File: config.mk
export PLATFORM = sky130hd
export DESIGN_NAME = acc_multi_dispatcher
export DESIGN_NICKNAME = d
export VERILOG_FILES = /design/src/rtl/acc_multi_dispatcher.sv
export SDC_FILE = /design/constraint.sdc
export NUM_CORES = 1
export LEC_CHECK = 0
export CAP_MARGIN = 10
export CORE_UTILIZATION = 40
export CTS_CLUSTER_DIAMETER = 100
export DETAILED_ROUTE_END_ITERATION = 7
export PLACE_DENSITY_LB_ADDON = 0.05
export SLEW_MARGIN = 20
export SYNTH_ARGS = -nofsm -noshare
export SYNTH_HDL_FRONTEND = slang
export SYNTH_SLANG_ARGS = --single-unit
File: constraint.sdc
create_clock -name clk_i -period 7.7 [get_ports clk_i]
set_input_delay 1.54 -clock clk_i [delete_from_list [all_inputs] [get_ports clk_i]]
set_output_delay 1.54 -clock clk_i [all_outputs]
set_load 0.05 [all_outputs]
File: src/rtl/acc_multi_dispatcher.sv
// Speculative in-order dispatcher from the issue stage to NrAcc accelerator ports, with
// per-port outstanding throttling and round-robin merging of responses onto one writeback port.
module acc_multi_dispatcher #(
    parameter int unsigned NrAcc          = 2,
    parameter int unsigned QueueDepth     = 4,
    parameter int unsigned MaxOutstanding = 4,
    parameter int unsigned NrSbEntries    = 8,
    parameter int unsigned XLEN           = 64,
    localparam int unsigned TransIdBits   = $clog2(NrSbEntries),
    localparam int unsigned SelBits       = (NrAcc > 1) ? $clog2(NrAcc) : 1
) (
    input  logic                                clk_i,
    input  logic                                rst_ni,
    input  logic                                flush_i,
    input  logic                                acc_cons_en_i,
    input  logic [2:0]                          fcsr_frm_i,
    input  logic                                issue_valid_i,
    output logic                                issue_ready_o,
    input  logic [TransIdBits-1:0]              issue_trans_id_i,
    input  logic [31:0]                         issue_insn_i,
    input  logic [XLEN-1:0]                     issue_rs1_i,
    input  logic [XLEN-1:0]                     issue_rs2_i,
    input  logic [SelBits-1:0]                  issue_sel_i,
    input  logic                                commit_i,
    input  logic [TransIdBits-1:0]              commit_trans_id_i,
    input  logic                                no_st_pending_i,
    output logic [NrAcc-1:0]                    req_valid_o,
    input  logic [NrAcc-1:0]                    req_ready_i,
    output logic [31:0]                         req_insn_o,
    output logic [XLEN-1:0]                     req_rs1_o,
    output logic [XLEN-1:0]                     req_rs2_o,
    output logic [2:0]                          req_frm_o,
    output logic [TransIdBits-1:0]              req_trans_id_o,
    output logic                                req_store_pending_o,
    input  logic [NrAcc-1:0]                    resp_valid_i,
    input  logic [NrAcc-1:0][TransIdBits-1:0]   resp_trans_id_i,
    input  logic [NrAcc-1:0][XLEN-1:0]          resp_result_i,
    input  logic [NrAcc-1:0]                    resp_error_i,
    output logic [NrAcc-1:0]                    resp_ready_o,
    output logic                                wb_valid_o,
    output logic [TransIdBits-1:0]              wb_trans_id_o,
    output logic [XLEN-1:0]                     wb_result_o,
    output logic                                wb_ex_valid_o,
    output logic                                flush_undisp_o
);
    localparam int unsigned CntBits   = $clog2(MaxOutstanding + 1);
    localparam int unsigned PtrBits   = $clog2(QueueDepth);
    localparam int unsigned UsageBits = $clog2(QueueDepth + 1);

    logic [TransIdBits-1:0] q_tid  [QueueDepth];
    logic [31:0]            q_insn [QueueDepth];
    logic [XLEN-1:0]        q_rs1  [QueueDepth];
    logic [XLEN-1:0]        q_rs2  [QueueDepth];
    logic [SelBits-1:0]     q_sel  [QueueDepth];

    logic [PtrBits-1:0]     rd_q, wr_q;
    logic [UsageBits-1:0]   usage_q;
    logic [NrSbEntries-1:0] pending_q, pending_d, ready_q, ready_d;
    logic [CntBits-1:0]     outstanding_q [NrAcc];
    logic [SelBits-1:0]     rr_q;

    logic [TransIdBits-1:0] head_tid;
    logic [SelBits-1:0]     head_sel;
    logic                   head_committed, eligible, push, pop;
    logic                   grant_found, err_flush, clear_queue;
    logic [SelBits-1:0]     grant_idx;

    assign head_tid = q_tid[rd_q];
    assign head_sel = q_sel[rd_q];

    // Commit bypass lets the head dispatch in the same cycle its commit arrives.
    assign head_committed = ready_q[head_tid] ||
                            (commit_i && pending_q[commit_trans_id_i] &&
                             (commit_trans_id_i == head_tid));
    assign eligible = rst_ni && (usage_q != '0) && head_committed &&
                      (outstanding_q[head_sel] < CntBits'(MaxOutstanding));
    assign pop           = eligible && req_ready_i[head_sel];
    assign issue_ready_o = rst_ni && (usage_q < UsageBits'(QueueDepth));
    assign push          = issue_valid_i && issue_ready_o;

    always_comb begin
        for (int p = 0; p < NrAcc; p++) begin
            req_valid_o[p] = eligible && (head_sel == SelBits'(p));
        end
    end

    assign req_insn_o          = eligible ? q_insn[rd_q] : '0;
    assign req_rs1_o           = eligible ? q_rs1[rd_q] : '0;
    assign req_rs2_o           = eligible ? q_rs2[rd_q] : '0;
    assign req_trans_id_o      = eligible ? head_tid : '0;
    assign req_frm_o           = eligible ? fcsr_frm_i : '0;
    assign req_store_pending_o = eligible && acc_cons_en_i && !no_st_pending_i;

    always_comb begin : arb
        logic [SelBits-1:0] cand;
        grant_found = 1'b0;
        grant_idx   = '0;
        cand        = '0;
        for (int i = 0; i < NrAcc; i++) begin
            cand = SelBits'((32'(rr_q) + 32'(i)) % 32'(NrAcc));
            if (rst_ni && !grant_found && resp_valid_i[cand]) begin
                grant_found = 1'b1;
                grant_idx   = cand;
            end
        end
    end

    always_comb begin
        for (int p = 0; p < NrAcc; p++) begin
            resp_ready_o[p] = grant_found && (grant_idx == SelBits'(p));
        end
    end

    assign err_flush      = grant_found && resp_error_i[grant_idx];
    assign clear_queue    = flush_i || err_flush;
    assign wb_valid_o     = grant_found;
    assign wb_trans_id_o  = grant_found ? resp_trans_id_i[grant_idx] : '0;
    assign wb_result_o    = grant_found ? resp_result_i[grant_idx] : '0;
    assign wb_ex_valid_o  = err_flush;
    assign flush_undisp_o = rst_ni && clear_queue;

    always_comb begin
        pending_d = pending_q;
        ready_d   = ready_q;
        if (commit_i && pending_q[commit_trans_id_i]) begin
            pending_d[commit_trans_id_i] = 1'b0;
            ready_d[commit_trans_id_i]   = 1'b1;
        end
        if (pop) ready_d[head_tid] = 1'b0;
        if (push) pending_d[issue_trans_id_i] = 1'b1;
        // Committed-but-flushed work keeps its ready bit; only an error drops it.
        if (clear_queue) pending_d = '0;
        if (err_flush) ready_d = '0;
    end

    always_ff @(posedge clk_i) begin
        if (push) begin
            q_tid[wr_q]  <= issue_trans_id_i;
            q_insn[wr_q] <= issue_insn_i;
            q_rs1[wr_q]  <= issue_rs1_i;
            q_rs2[wr_q]  <= issue_rs2_i;
            q_sel[wr_q]  <= issue_sel_i;
        end
    end

    always_ff @(posedge clk_i) begin
        if (!rst_ni) begin
            rd_q      <= '0;
            wr_q      <= '0;
            usage_q   <= '0;
            pending_q <= '0;
            ready_q   <= '0;
            rr_q      <= '0;
            for (int p = 0; p < NrAcc; p++) outstanding_q[p] <= '0;
        end else begin
            pending_q <= pending_d;
            ready_q   <= ready_d;
            if (clear_queue) begin
                rd_q    <= '0;
                wr_q    <= '0;
                usage_q <= '0;
            end else begin
                if (push) wr_q <= (wr_q == PtrBits'(QueueDepth - 1)) ? '0 : wr_q + PtrBits'(1);
                if (pop) rd_q <= (rd_q == PtrBits'(QueueDepth - 1)) ? '0 : rd_q + PtrBits'(1);
                if (push && !pop) usage_q <= usage_q + UsageBits'(1);
                else if (pop && !push) usage_q <= usage_q - UsageBits'(1);
            end
            if (grant_found) begin
                rr_q <= (grant_idx == SelBits'(NrAcc - 1)) ? '0 : grant_idx + SelBits'(1);
            end
            // A dispatch that coincides with an error flush still counts as in flight.
            for (int p = 0; p < NrAcc; p++) begin
                if (pop && (head_sel == SelBits'(p)) && !resp_ready_o[p]) begin
                    outstanding_q[p] <= outstanding_q[p] + CntBits'(1);
                end else if (resp_ready_o[p] && !(pop && (head_sel == SelBits'(p))) &&
                             (outstanding_q[p] != '0)) begin
                    outstanding_q[p] <= outstanding_q[p] - CntBits'(1);
                end
            end
        end
    end
endmodule

==> metrics.md <==
| Metric | Value |
|---|---|
| Setup-failing EPs final | 0 |
| Synth top area cells | edfxtp_1 (73%), mux4_2 (14%), and2_1 (3.8%), a22o_1 (2.1%), dfxtp_1 (1.9%) |
| Slowest CP cell | clkdlybuf4s50_1 |
| Fin area | 36300 sq um |
| First-pass DRT Iterations | 4 |
| # placed instances | 2717 |
| Yosys reg bits | 688 |
| Top-level port count | 559 |
| Fin cells | 2857 |
| TritonCTS clock tree | done |
| DR vias/cell | 5.19 |
| Period utilisation layout | 90.4% |
| Clock buffer count from CTS | 74 |
| Fraction of layout cells with a size suffix above 1 | 15.2% |
| Largest net degree at the start of global routing | 108 |
| Final hold vios | 0 |
| DR iter-0 viols | 800 |
| Reg2Reg Depth | 11 |
| CP Max Fanout | 93 |
| Placer Congestion | 0.902 |
| Net Count, Synth | 1670 |
| Clk pin slew, worst setup/hold paths | 60 ps |
| Worst hold start | rr_q$_SDFFE_PN0P_ |
| Die Wd | 263 um |
| Hold Path Sink | rr_q$_SDFFE_PN0P_ |
| RSZ-0062 raised after global routing | no |
| Post-CTS Setup Inserts | 0 |
| Slew @ Worst Pin | 1060 ps |
| Clock Latency Late Sink | 610 ps |
| Die Y | 263 um |
| H-tree levels | 3 |
| DRC | 0 |
| Clk sink count | 688 |
| Critical path's largest stage delay | 820 ps |
| First-pass GRT wire length | 106000 um |
| Worst r2r dst | usage_q[1]$_SDFFE_PP0P_ |
| Reg2Reg Setup Slack | 3640 ps |
| Pre-CTS setup slack | 663 ps |
| Minimum clock period | 6960 ps |
| Final ANT Viol Nets | 0 |
| Final slew viol count | 0 |
| Post-synthesis cell area | 27300 sq um |
| Hold buffers post-CTS | 0 |
| Core area | 67300 sq um |
| Final worst setup slack | 739 ps |
| Main flop type after synthesis | edfxtp_1 |
| Tot Pwr | 8.22 mW |
| CP Cell Sequence | clkdlybuf4s50_1 -> mux4_2 -> nor3b_2 -> a31oi_1 -> a2bb2oi_2 -> nor2_4 -> buf_16 -> buf_16 -> buf_12 -> and2_1 -> clkdlybuf4s50_1 |
| Die area | 69200 sq um |
| Post-Synthesis Cells | 1342 |
| Total grt overflow | 0 |
| Top cell type's share of synthesized area | 72.9% |
| GR Util All Layers | 20.9% |
| Distinct cells, synth | 49 |
| Crit path DAT | 5420 ps |
| Worst slew margin | 29.1% |
| Clk_skew | 16.5 ps |
| WL final | 72700 um |
| VDD IR max | 0.000190 V |
| Fill cells | 5356 |
| Initial cell density of the core | 40.5% |
| Status | complete, no violations |
| Mean routed wirelength per cell | 25.4 um |
| Num rows | 95 |
| Vias in the first global route | 15500 |
| Synth warnings | 0 |
| Worst Hold Depth | 2 |
| Layout Nets | 2248 |
| MaxCap Viol Count | 0 |
| Root Buffer | clkbuf_16 |
| Final setup TNS | 0 ps |
| Initial antenna violation count | 14 |
| CTS max path bufs | 3 |
| Async S/R FF share, synth | 0% |
| Crit end category | output pin |
| Post_cts resized | 0 |
| Syn Area/Cell | 20.3 sq um |
| Hold WC Path Type | register to register |
| Pwr dens | 227 nW/um^2 |
| Cell accounting for the most synthesized area | edfxtp_1 |
| Port Buffers | 558 |
| Vias | 14800 |
| Kind of critical path | input pin to output pin |
| Max frequency | 144 MHz |
| Placed Area | 33900 sq um |
| Hpwl dp | 48300 um |
| Seq/Total Area, Yosys | 74.9% |
| Number of flops mapped to enable cells by yosys | 662 |
| Crit path launch type | input pin |
| Area grow syn2layout | 33.2% |
| Critical Path RT | 6160 ps |
| LEAKAGE | 11.6 nW |
[worst max path at each step]
stage          slack (ps)            startpoint  depth (start not counted)                endpoint
2_1_floorplan         840                rst_ni                          3  q_insn[0][0]$_DFFE_PP_
4_1_cts               650  commit_trans_id_i[1]                         11          req_insn_o[13]
3_3_place_gp          340  commit_trans_id_i[1]                          9          req_insn_o[10]
6_report              740  commit_trans_id_i[1]                         11          req_insn_o[20]
5_1_grt               490  commit_trans_id_i[1]                         11          req_insn_o[20]
3_5_place_dp          660  commit_trans_id_i[1]                         11          req_insn_o[13]
[cell type report]
class                   count  area (sq um)  share of cell area (%)
flip-flops and latches    688         20400                    56.2
multi-input cells         561          6520                    18.0
repair buffers            579          5860                    16.1
clock buffers              99          2040                    5.62
well taps                 873          1090                    3.01
clock inverters            37           312                   0.858
inverters                  16          60.1                   0.165
diodes                      4          10.0                  0.0276
[logic make-up after synthesis]
kind of cell               count (synthesis)  synth area share, %
muxes                                    178                 14.2
xor gates and xnor gates                   6                0.193
and+or+nand+nor                          248                 5.28
DFF                                      688                 74.9
adders and majority gates                 11                0.560
buffers and inverters                     93                 1.37
AOI/OAI and AO/OA                        118                 3.54
[cells in the mapped netlist, types with 2 or more instances]
library cell and number:
edfxtp_1 662, mux4_2 167, and2_1 166, clkbuf_1 66, a22o_1 65, nor2_1 33, dfxtp_1 26, nand2_1 16
inv_1 15, a21oi_1 14, mux2i_1 10, nor2b_1 10, ha_1 9, a311oi_1 7, and3_1 6, a22oi_1 5
a32oi_1 5, buf_1 4, buf_2 4, nand2b_1 4, a31oi_1 3, nand3_1 3, o21ai_0 3, o21ai_1 3
xnor2_1 3, xor2_1 3, buf_6 2, fa_1 2, nor3b_1 2, o211ai_1 2, o311ai_0 2, o31ai_1 2
or2_2 2
[power breakdown]
group	switching, mW	internal, mW
sequential	0.0166	4.17
combinational	0.341	0.288
clock	1.41	2.01
[placed cells by master (no fill, tap or decap), types with 5 or more instances in the layout]
master	netlist	layout
and2_1	166	166
nand2_1	16	16
buf_12	0	6
a311oi_1	7	7
edfxtp_1	662	662
dfxtp_1	26	24
a21oi_1	14	14
clkinv_1	0	21
clkbuf_16	0	78
nor2b_1	10	10
nor2_1	33	31
a32oi_1	5	5
a22o_1	65	65
mux4_2	167	167
clkbuf_1	66	20
ha_1	9	9
clkdlybuf4s50_1	0	558
buf_4	1	13
inv_1	15	15
a22oi_1	5	5
clkinv_2	0	6
mux2i_1	10	10
[stage by stage]
step | hold WS, ps | utilization [%]
after floorplan | 444 | -
after detailed placement | 465 | 50.4
after global routing | 495 | 53.9
after CTS | 473 | 53.9
after global placement | 456 | 50.4
final | 473 | 54.0
[state kept, by name (all words and copies together), names as in the netlist, named ones only]
name,cells
ready_q,8
outstanding_q,6
pending_q,8
q_insn,128
usage_q,3
q_sel,4
rd_q,2
wr_q,2
q_rs1,256
q_rs2,256
rr_q,1
q_tid,12
[metal layers]
metal	vias up	routed length, um	track usage [%]	part of all wire [%]
met5	-	127	0	0.17
li1	6629	-	-	-
met1	7611	29800	26.6	41
met4	18	1370	5.53	1.9
met2	472	36500	35.4	50
met3	100	4890	5.68	6.7
[worst max-delay path, delay by kind of cell]
| kind | cells | cell delay, ps |
|---|---|---|
| buffers and inverters | 5 | 2070 |
| multiplexers | 1 | 430 |
| AO/OA/AOI/OAI | 2 | 310 |
| AND/OR/NAND/NOR | 3 | 930 |
Note: power is estimated with default switching activity, not from simulation.
